### config.mk
export PLATFORM = sky130hd
export DESIGN_NAME = fft_r2_stage8
export DESIGN_NICKNAME = d
export VERILOG_FILES = /design/src/rtl/fft_pkg.sv /design/src/rtl/fft_cmul_rnd.sv /design/src/rtl/fft_r2_stage8.sv
export SDC_FILE = /design/constraint.sdc
export NUM_CORES = 2
export LEC_CHECK = 0
export ABC_CLOCK_PERIOD_IN_PS = 20300
export BUFFER_PORTS_ARGS = -buffer_cell sky130_fd_sc_hd__buf_2
export CORE_ASPECT_RATIO = 0.75
export CORE_MARGIN = 2
export CORE_UTILIZATION = 65
export CTS_CLUSTER_SIZE = 10
export DETAILED_ROUTE_END_ITERATION = 10
export HOLD_SLACK_MARGIN = 0.08
export PLACE_DENSITY = 0.85
export SYNTH_ARGS = -nofsm -noshare
export SYNTH_HDL_FRONTEND = slang
export SYNTH_HIERARCHICAL = 1
export SYNTH_SLANG_ARGS = --single-unit
### constraint.sdc
create_clock -name clk -period 20.3 [get_ports clk]
set_input_delay 3.045 -clock clk [delete_from_list [all_inputs] [get_ports clk]]
set_output_delay 3.045 -clock clk [all_outputs]
set_load 0.01 [all_outputs]
### src/rtl/fft_pkg.sv
// Shared definitions for the 8-point streaming radix-2 FFT stages.
//   TW8_RE/TW8_IM : W8^k twiddles, k = 0..3, Q1.15
//   tw_scale      : rescale a Q1.15 twiddle to a Q1.(tw-1) twiddle
//   sat           : clip a signed value to a w-bit two's complement range
//   lane_is_dif   : lane carries a butterfly difference at the given stage
//   lane_k        : twiddle exponent applied to a lane at the given stage
//   FFT_LANE      : select lane i (width w) out of a packed 8-lane vector

`define FFT_LANE(vec, i, w) vec[(i)*(w) +: (w)]

package fft_pkg;

   localparam int TW8_RE [0:3] = '{32767, 23170, 0, -23170};
   localparam int TW8_IM [0:3] = '{0, -23170, -32767, -23170};

   function automatic int tw_scale(int v, int tw);
      if (tw >= 16) return v <<< (tw - 16);
      return v >>> (16 - tw);
   endfunction

   function automatic longint sat(longint v, int w);
      longint hi;
      longint lo;
      hi = (longint'(1) <<< (w - 1)) - 1;
      lo = -(longint'(1) <<< (w - 1));
      if (v > hi) return hi;
      if (v < lo) return lo;
      return v;
   endfunction

   function automatic int lane_span(int stage);
      return 4 >> stage;
   endfunction

   function automatic bit lane_is_dif(int lane, int stage);
      return (lane & lane_span(stage)) != 0;
   endfunction

   // q = p + span shares p's offset inside its group, so both give the same k
   function automatic int lane_k(int lane, int stage);
      return (lane % lane_span(stage)) << stage;
   endfunction

endpackage

### src/rtl/fft_cmul_rnd.sv
// Registered multiply of one complex lane by the constant twiddle W8^K.
// Rounds half-up, shifts back to Q1.(TW-1) scaling and saturates to W bits.
//   clk, rst      : clock, asynchronous active-low reset
//   en            : pipeline advance
//   vld           : the lane being captured belongs to a real frame
//   in_re, in_im  : input lane (signed W)
//   out_re, out_im: registered result (signed W)
//   ovf           : one-cycle pulse, a saturation happened on a captured valid frame
// PASS=1 makes the lane a plain register (sum lanes and k=0 differences).

module fft_cmul_rnd
   import fft_pkg::*;
#(
   parameter int W    = 16,
   parameter int TW   = 16,
   parameter int K    = 0,
   parameter bit PASS = 1'b1
) (
   input  logic         clk,
   input  logic         rst,
   input  logic         en,
   input  logic         vld,
   input  logic [W-1:0] in_re,
   input  logic [W-1:0] in_im,
   output logic [W-1:0] out_re,
   output logic [W-1:0] out_im,
   output logic         ovf
);

   localparam int PW = W + TW + 1;
   localparam logic signed [TW-1:0] C   = TW'(tw_scale(TW8_RE[K], TW));
   localparam logic signed [TW-1:0] D   = TW'(tw_scale(TW8_IM[K], TW));
   localparam logic signed [PW-1:0] RND = PW'(1) <<< (TW - 2);

   logic signed [W-1:0]  a, b;
   logic signed [W:0]    neg;
   logic signed [PW-1:0] pr, pi;
   longint               sr, si, cr, ci, nr, nc;
   logic [W-1:0]         re_d, im_d;
   logic                 sat_d;

   always_comb begin
      a  = $signed(in_re);
      b  = $signed(in_im);
      neg = -((W+1)'(a));
      pr = PW'(a) * PW'(C) - PW'(b) * PW'(D) + RND;
      pi = PW'(a) * PW'(D) + PW'(b) * PW'(C) + RND;
      sr = longint'(pr >>> (TW - 1));
      si = longint'(pi >>> (TW - 1));
      cr = sat(sr, W);
      ci = sat(si, W);
      nr = longint'(neg);
      nc = sat(nr, W);
      re_d  = in_re;
      im_d  = in_im;
      sat_d = 1'b0;
      if (!PASS) begin
         if (K == 2) begin
            // -j is exact: swap and negate, only -2^(W-1) can overflow
            re_d  = in_im;
            im_d  = W'(nc);
            sat_d = (nc != nr);
         end else begin
            re_d  = W'(cr);
            im_d  = W'(ci);
            sat_d = (cr != sr) || (ci != si);
         end
      end
   end

   always_ff @(posedge clk or negedge rst) begin
      if (!rst) begin
         out_re <= '0;
         out_im <= '0;
         ovf    <= 1'b0;
      end else begin
         // pulse only at capture so a stalled frame is never counted twice
         ovf <= en & vld & sat_d;
         if (en) begin
            out_re <= re_d;
            out_im <= im_d;
         end
      end
   end

endmodule

### src/rtl/fft_r2_stage8.sv
// One radix-2 decimation-in-frequency stage of the 8-point streaming FFT.
// Three register stages: A butterfly, B twiddle multiply, C output.
//   clk, rst             : clock, asynchronous active-low reset
//   in_valid, in_ready   : input frame handshake
//   in_re, in_im         : 8 lanes, lane i at [i*W +: W]
//   out_valid, out_ready : output frame handshake
//   out_re, out_im       : 8 lanes, same packing
//   ovf, ovf_clr         : sticky saturation flag and its synchronous clear
//   frame_cnt            : output transfer count, wraps
// Build option FFT_STAGE_SCALE_EN: halve the butterfly result instead of
// saturating it, so only the multiply stage can raise ovf.

module fft_r2_stage8
   import fft_pkg::*;
#(
   parameter int W     = 16,
   parameter int TW    = 16,
   parameter int STAGE = 0
) (
   input  logic           clk,
   input  logic           rst,
   input  logic           in_valid,
   output logic           in_ready,
   input  logic [8*W-1:0] in_re,
   input  logic [8*W-1:0] in_im,
   output logic           out_valid,
   input  logic           out_ready,
   output logic [8*W-1:0] out_re,
   output logic [8*W-1:0] out_im,
   output logic           ovf,
   input  logic           ovf_clr,
   output logic [15:0]    frame_cnt
);

   localparam int SPAN = 4 >> STAGE;

   logic           en;
   logic [8*W-1:0] a_re_d, a_im_d, a_re_q, a_im_q;
   logic [8*W-1:0] b_re, b_im, c_re_q, c_im_q;
   logic [7:0]     a_sat, b_ovf;
   logic           a_valid_q, b_valid_q, c_valid_q;
   logic           ovf_set;

   // whole pipe moves together; a bubble in C never blocks the input
   assign en        = out_ready | ~out_valid;
   assign in_ready  = en;
   assign out_valid = c_valid_q;
   assign out_re    = c_re_q;
   assign out_im    = c_im_q;

   for (genvar i = 0; i < 8; i++) begin : g_lane
      localparam bit DIF = lane_is_dif(i, STAGE);
      localparam int K   = lane_k(i, STAGE);
      localparam int P   = DIF ? i - SPAN : i;
      localparam int Q   = DIF ? i : i + SPAN;

      logic signed [W:0] p_re, p_im, q_re, q_im, f_re, f_im;

      always_comb begin
         p_re = (W+1)'($signed(`FFT_LANE(in_re, P, W)));
         p_im = (W+1)'($signed(`FFT_LANE(in_im, P, W)));
         q_re = (W+1)'($signed(`FFT_LANE(in_re, Q, W)));
         q_im = (W+1)'($signed(`FFT_LANE(in_im, Q, W)));
         if (DIF) begin
            f_re = p_re - q_re;
            f_im = p_im - q_im;
         end else begin
            f_re = p_re + q_re;
            f_im = p_im + q_im;
         end
      end

`ifdef FFT_STAGE_SCALE_EN
      assign `FFT_LANE(a_re_d, i, W) = W'(f_re >>> 1);
      assign `FFT_LANE(a_im_d, i, W) = W'(f_im >>> 1);
      assign a_sat[i] = 1'b0;
`else
      assign `FFT_LANE(a_re_d, i, W) = W'(sat(longint'(f_re), W));
      assign `FFT_LANE(a_im_d, i, W) = W'(sat(longint'(f_im), W));
      assign a_sat[i] = (sat(longint'(f_re), W) != longint'(f_re)) ||
                        (sat(longint'(f_im), W) != longint'(f_im));
`endif

      fft_cmul_rnd #(
         .W   (W),
         .TW  (TW),
         .K   (K),
         .PASS(!DIF || K == 0)
      ) u_cmul (
         .clk   (clk),
         .rst   (rst),
         .en    (en),
         .vld   (a_valid_q),
         .in_re (`FFT_LANE(a_re_q, i, W)),
         .in_im (`FFT_LANE(a_im_q, i, W)),
         .out_re(`FFT_LANE(b_re, i, W)),
         .out_im(`FFT_LANE(b_im, i, W)),
         .ovf   (b_ovf[i])
      );
   end

   always_ff @(posedge clk or negedge rst) begin
      if (!rst) begin
         a_valid_q <= 1'b0;
         b_valid_q <= 1'b0;
         c_valid_q <= 1'b0;
         a_re_q    <= '0;
         a_im_q    <= '0;
         c_re_q    <= '0;
         c_im_q    <= '0;
      end else if (en) begin
         a_valid_q <= in_valid;
         a_re_q    <= a_re_d;
         a_im_q    <= a_im_d;
         b_valid_q <= a_valid_q;
         c_valid_q <= b_valid_q;
         c_re_q    <= b_re;
         c_im_q    <= b_im;
      end
   end

   assign ovf_set = (en & in_valid & (|a_sat)) | (|b_ovf);

   always_ff @(posedge clk or negedge rst) begin
      if (!rst) begin
         ovf       <= 1'b0;
         frame_cnt <= '0;
      end else begin
         ovf <= ovf_set | (ovf & ~ovf_clr);
         if (out_valid && out_ready) frame_cnt <= frame_cnt + 16'd1;
      end
   end

endmodule

==> metrics.csv <==
stage;metric;value;unit
logic_synthesis;yosysSeqAreaShare;0.247;
clock_tree;clockBufferDepth;3;
logic_synthesis;synthCells;8730;
setup_path;r2r_setup_slack;9.53;ns
hold_path;hold_depth;2;
timing;rsz0062_at_grt;no;
global_route;grt_max_degree;119;
clock_tree;clock-sinks;791;
die;ioPinCount;536;
timing;worst_slew_pin_slew;1.31;ns
setup_path;critPathKind;reg2reg;
logic_synthesis;synth_edf_count;0;
routing;wl;219;mm
logic_synthesis;synth_common_cells;inv_1 (1,291), ha_1 (1,206), nand2_1 (1,129);
final_layout;fin_cells;10800;
logic_synthesis;synth.cell_area;80100;um^2
hold_path;min_from;out_im[6];
setup_path;crit_fanout;49;
setup_path;r2r_end;g_lane[5].u_cmul/ovf;
routing;wl_per_cell;20.2;um
clock_tree;cts_htree_levels;3;
clock_tree;clockRootBuffer;clkbuf_16;
logic_synthesis;yosysUniqueCellTypes;124;
outcome;status;finished clean;
logic_synthesis;synth-seq-cells;791;
hold_path;hold_path_end;out_im[6];
timing;timing.final.max_slew_violations;0;
clock_tree;clk_pin_slew_worst_paths;0.07;ns
timing;period_share;0.531;
setup_path;cp.arrival;11.39;ns
final_layout;seq_area;19800;um^2
routing;drc_errors;0;
logic_synthesis;syn_avg_cell_area;9.17;um^2
final_layout;drive_above_1_share;0.109;
final_layout;area.growth.synth_to_final;8.11;%
timing;period_needed;10.77;ns
clock_tree;clk_latency;0.74;ns
timing;max_freq;92.8;MHz
die;start_util;0.655;
timing;setup_violations;0;
routing;dr.pass1.iters;6;
clock_tree;cts_buffers;94;
die;dieArea;126000;um^2
setup_path;max_stage_delay;0.67;ns
routing;drt_iter0_drc;5726;
timing;slew_headroom;0.118;
clock_tree;hold_buffers;0;
logic_synthesis;yosys_warnings;6;
setup_path;crit_slowest_cell;fa_1;
final_layout;fill_cells;9178;
placement;io_buffers;535;
logic_synthesis;syn_nets;10800;
setup_path;start_kind;flip-flop;
setup_path;worstRegToRegCells;35;
clock_tree;cts_setup_buffers;0;
logic_synthesis;netlist_top_cells_area;dfrtp_1 (25%), ha_1 (19%), fa_1 (14%);
die;die_y;308;um
global_route;grt_pass1_wl;345;mm
final_layout;fin_nets;11100;
setup_path;critPathCaptureType;flip-flop;
timing;hold_viol_final;0;
global_route;grt_usage;0.346;
routing;viasPerCell;5.87;
global_route;antenna_found_initial;57;
clock_tree;post_cts_resize_count;0;
placement;dp.cells;10700;
hold_path;hold_path.class;reg2reg;
placement;gp_congestion;1.01;
logic_synthesis;yosysTopAreaCellShare;0.247;
timing;finClkSkew;0.0723;ns
global_route;grt_pass1_vias;63400;
clock_tree;cts_tree;yes;
final_layout;multi_input_area;53900;um^2
logic_synthesis;synth_most_common_cell;inv_1;
logic_synthesis;synthFlopType;dfrtp_1;
placement;hpwlAfterDp;177;mm
job;max_cap_violations;0;
setup_path;required;20.92;ns
setup_path;timing.rr.start;a_im_q[95];
timing;hold_ws;0.458;ns
die;rows;111;
routing;drtAntennaViolNets;0;
logic_synthesis;async_reset_ff_frac;1.00;
routing;vias;63500;
die;die_width;409;um
die;core_area;122000;um^2
timing;finalSetupTns;0;ns
global_route;gr-total-overflow;0;
logic_synthesis;synth_area_leader_cell;dfrtp_1;
==> flip-flops by register name (all words and copies together), names as in the netlist <==
name and cells:
g_lane.u_cmul/ovf 3, out_valid 1, frame_cnt 16, g_lane.u_cmul/out_re 128, a_re_q 128, out_im 128, g_lane.u_cmul/out_im 128, b_valid_q 1
ovf 1, a_im_q 128, a_valid_q 1, out_re 128
==> worst max-delay path, delay by kind of cell (launching register included) <==
kind                     cells  cell delay (ns)
buffers and inverters        5             1.23
XOR/XNOR                     2             0.36
AND/OR/NAND/NOR              8             2.13
AO/OA/AOI/OAI               10             2.17
flip-flops                   1             0.34
adder cells (fa/ha/maj)     10             4.41
==> logic make-up after synthesis <==
group	after synthesis	synth area share
and+or+nand+nor	2335	0.129
adders and majority gates	1795	0.332
buffers and inverters	1589	0.0795
AOI/OAI and AO/OA	1521	0.123
DFF	791	0.247
xor gates and xnor gates	485	0.0533
muxes	209	0.0360
other	5	0.000234
==> cell type report <==
type                            count  area share
Antenna cell                       43     0.00124
Clock buffer                      109      0.0288
Clock inverter                     15     0.00306
Inverter                         1306      0.0568
Multi-Input combinational cell   6350       0.623
Sequential cell                   791       0.229
Tap cell                         1638      0.0237
Timing Repair Buffer              579      0.0349
==> metrics by stage <==
step	instance area, um^2	setup WS [ns]	utilization
2_1_floorplan	80100	10.43	-
3_3_place_gp	83700	9.81	0.685
3_5_place_dp	83700	9.60	0.685
4_1_cts	86400	9.55	0.707
5_1_grt	86500	8.81	0.708
6_report	86500	9.53	0.708
==> layer usage <==
layer	GRT usage	vias to the layer above	routed length, um
li1	-	29700	-
met1	0.474	31200	93700
met2	0.532	2200	98000
met3	0.0737	497	17400
met4	0.146	28	9840
met5	0	-	187
==> worst max-delay path by stage <==
stage	start	end	cells after the start
finish	a_im_q[95]	g_lane[5].u_cmul/ovf	35
global route	a_im_q[95]	g_lane[5].u_cmul/ovf	35
CTS	a_im_q[95]	g_lane[5].u_cmul/ovf	35
detailed placement	a_im_q[95]	g_lane[5].u_cmul/ovf	35
global placement	a_im_q[95]	g_lane[5].u_cmul/ovf	35
floorplan	a_im_q[95]	g_lane[5].u_cmul/out_re[0]	35
==> cell usage in the layout, fill, tap and decap left out, drive strengths merged, types with 48 or more instances in the layout <==
master and instances:
nand2 1131, xnor2 341, nand3 91, inv 1306, ha 1206, clkbuf 109
o21ai 275, a21oi 492, nor2 567, xor2 143, dfrtp 791, nor3 111
o21a 85, a21o 122, fa 556, or3 48, mux2 184, buf 579
a31oi 110, o21bai 56, nor2b 68, a211oi 65, nand2b 78, o211ai 53
Power is left out: the tool's default activity adds up to more than one toggle a clock period on the data nets, which glitch-free logic cannot reach.
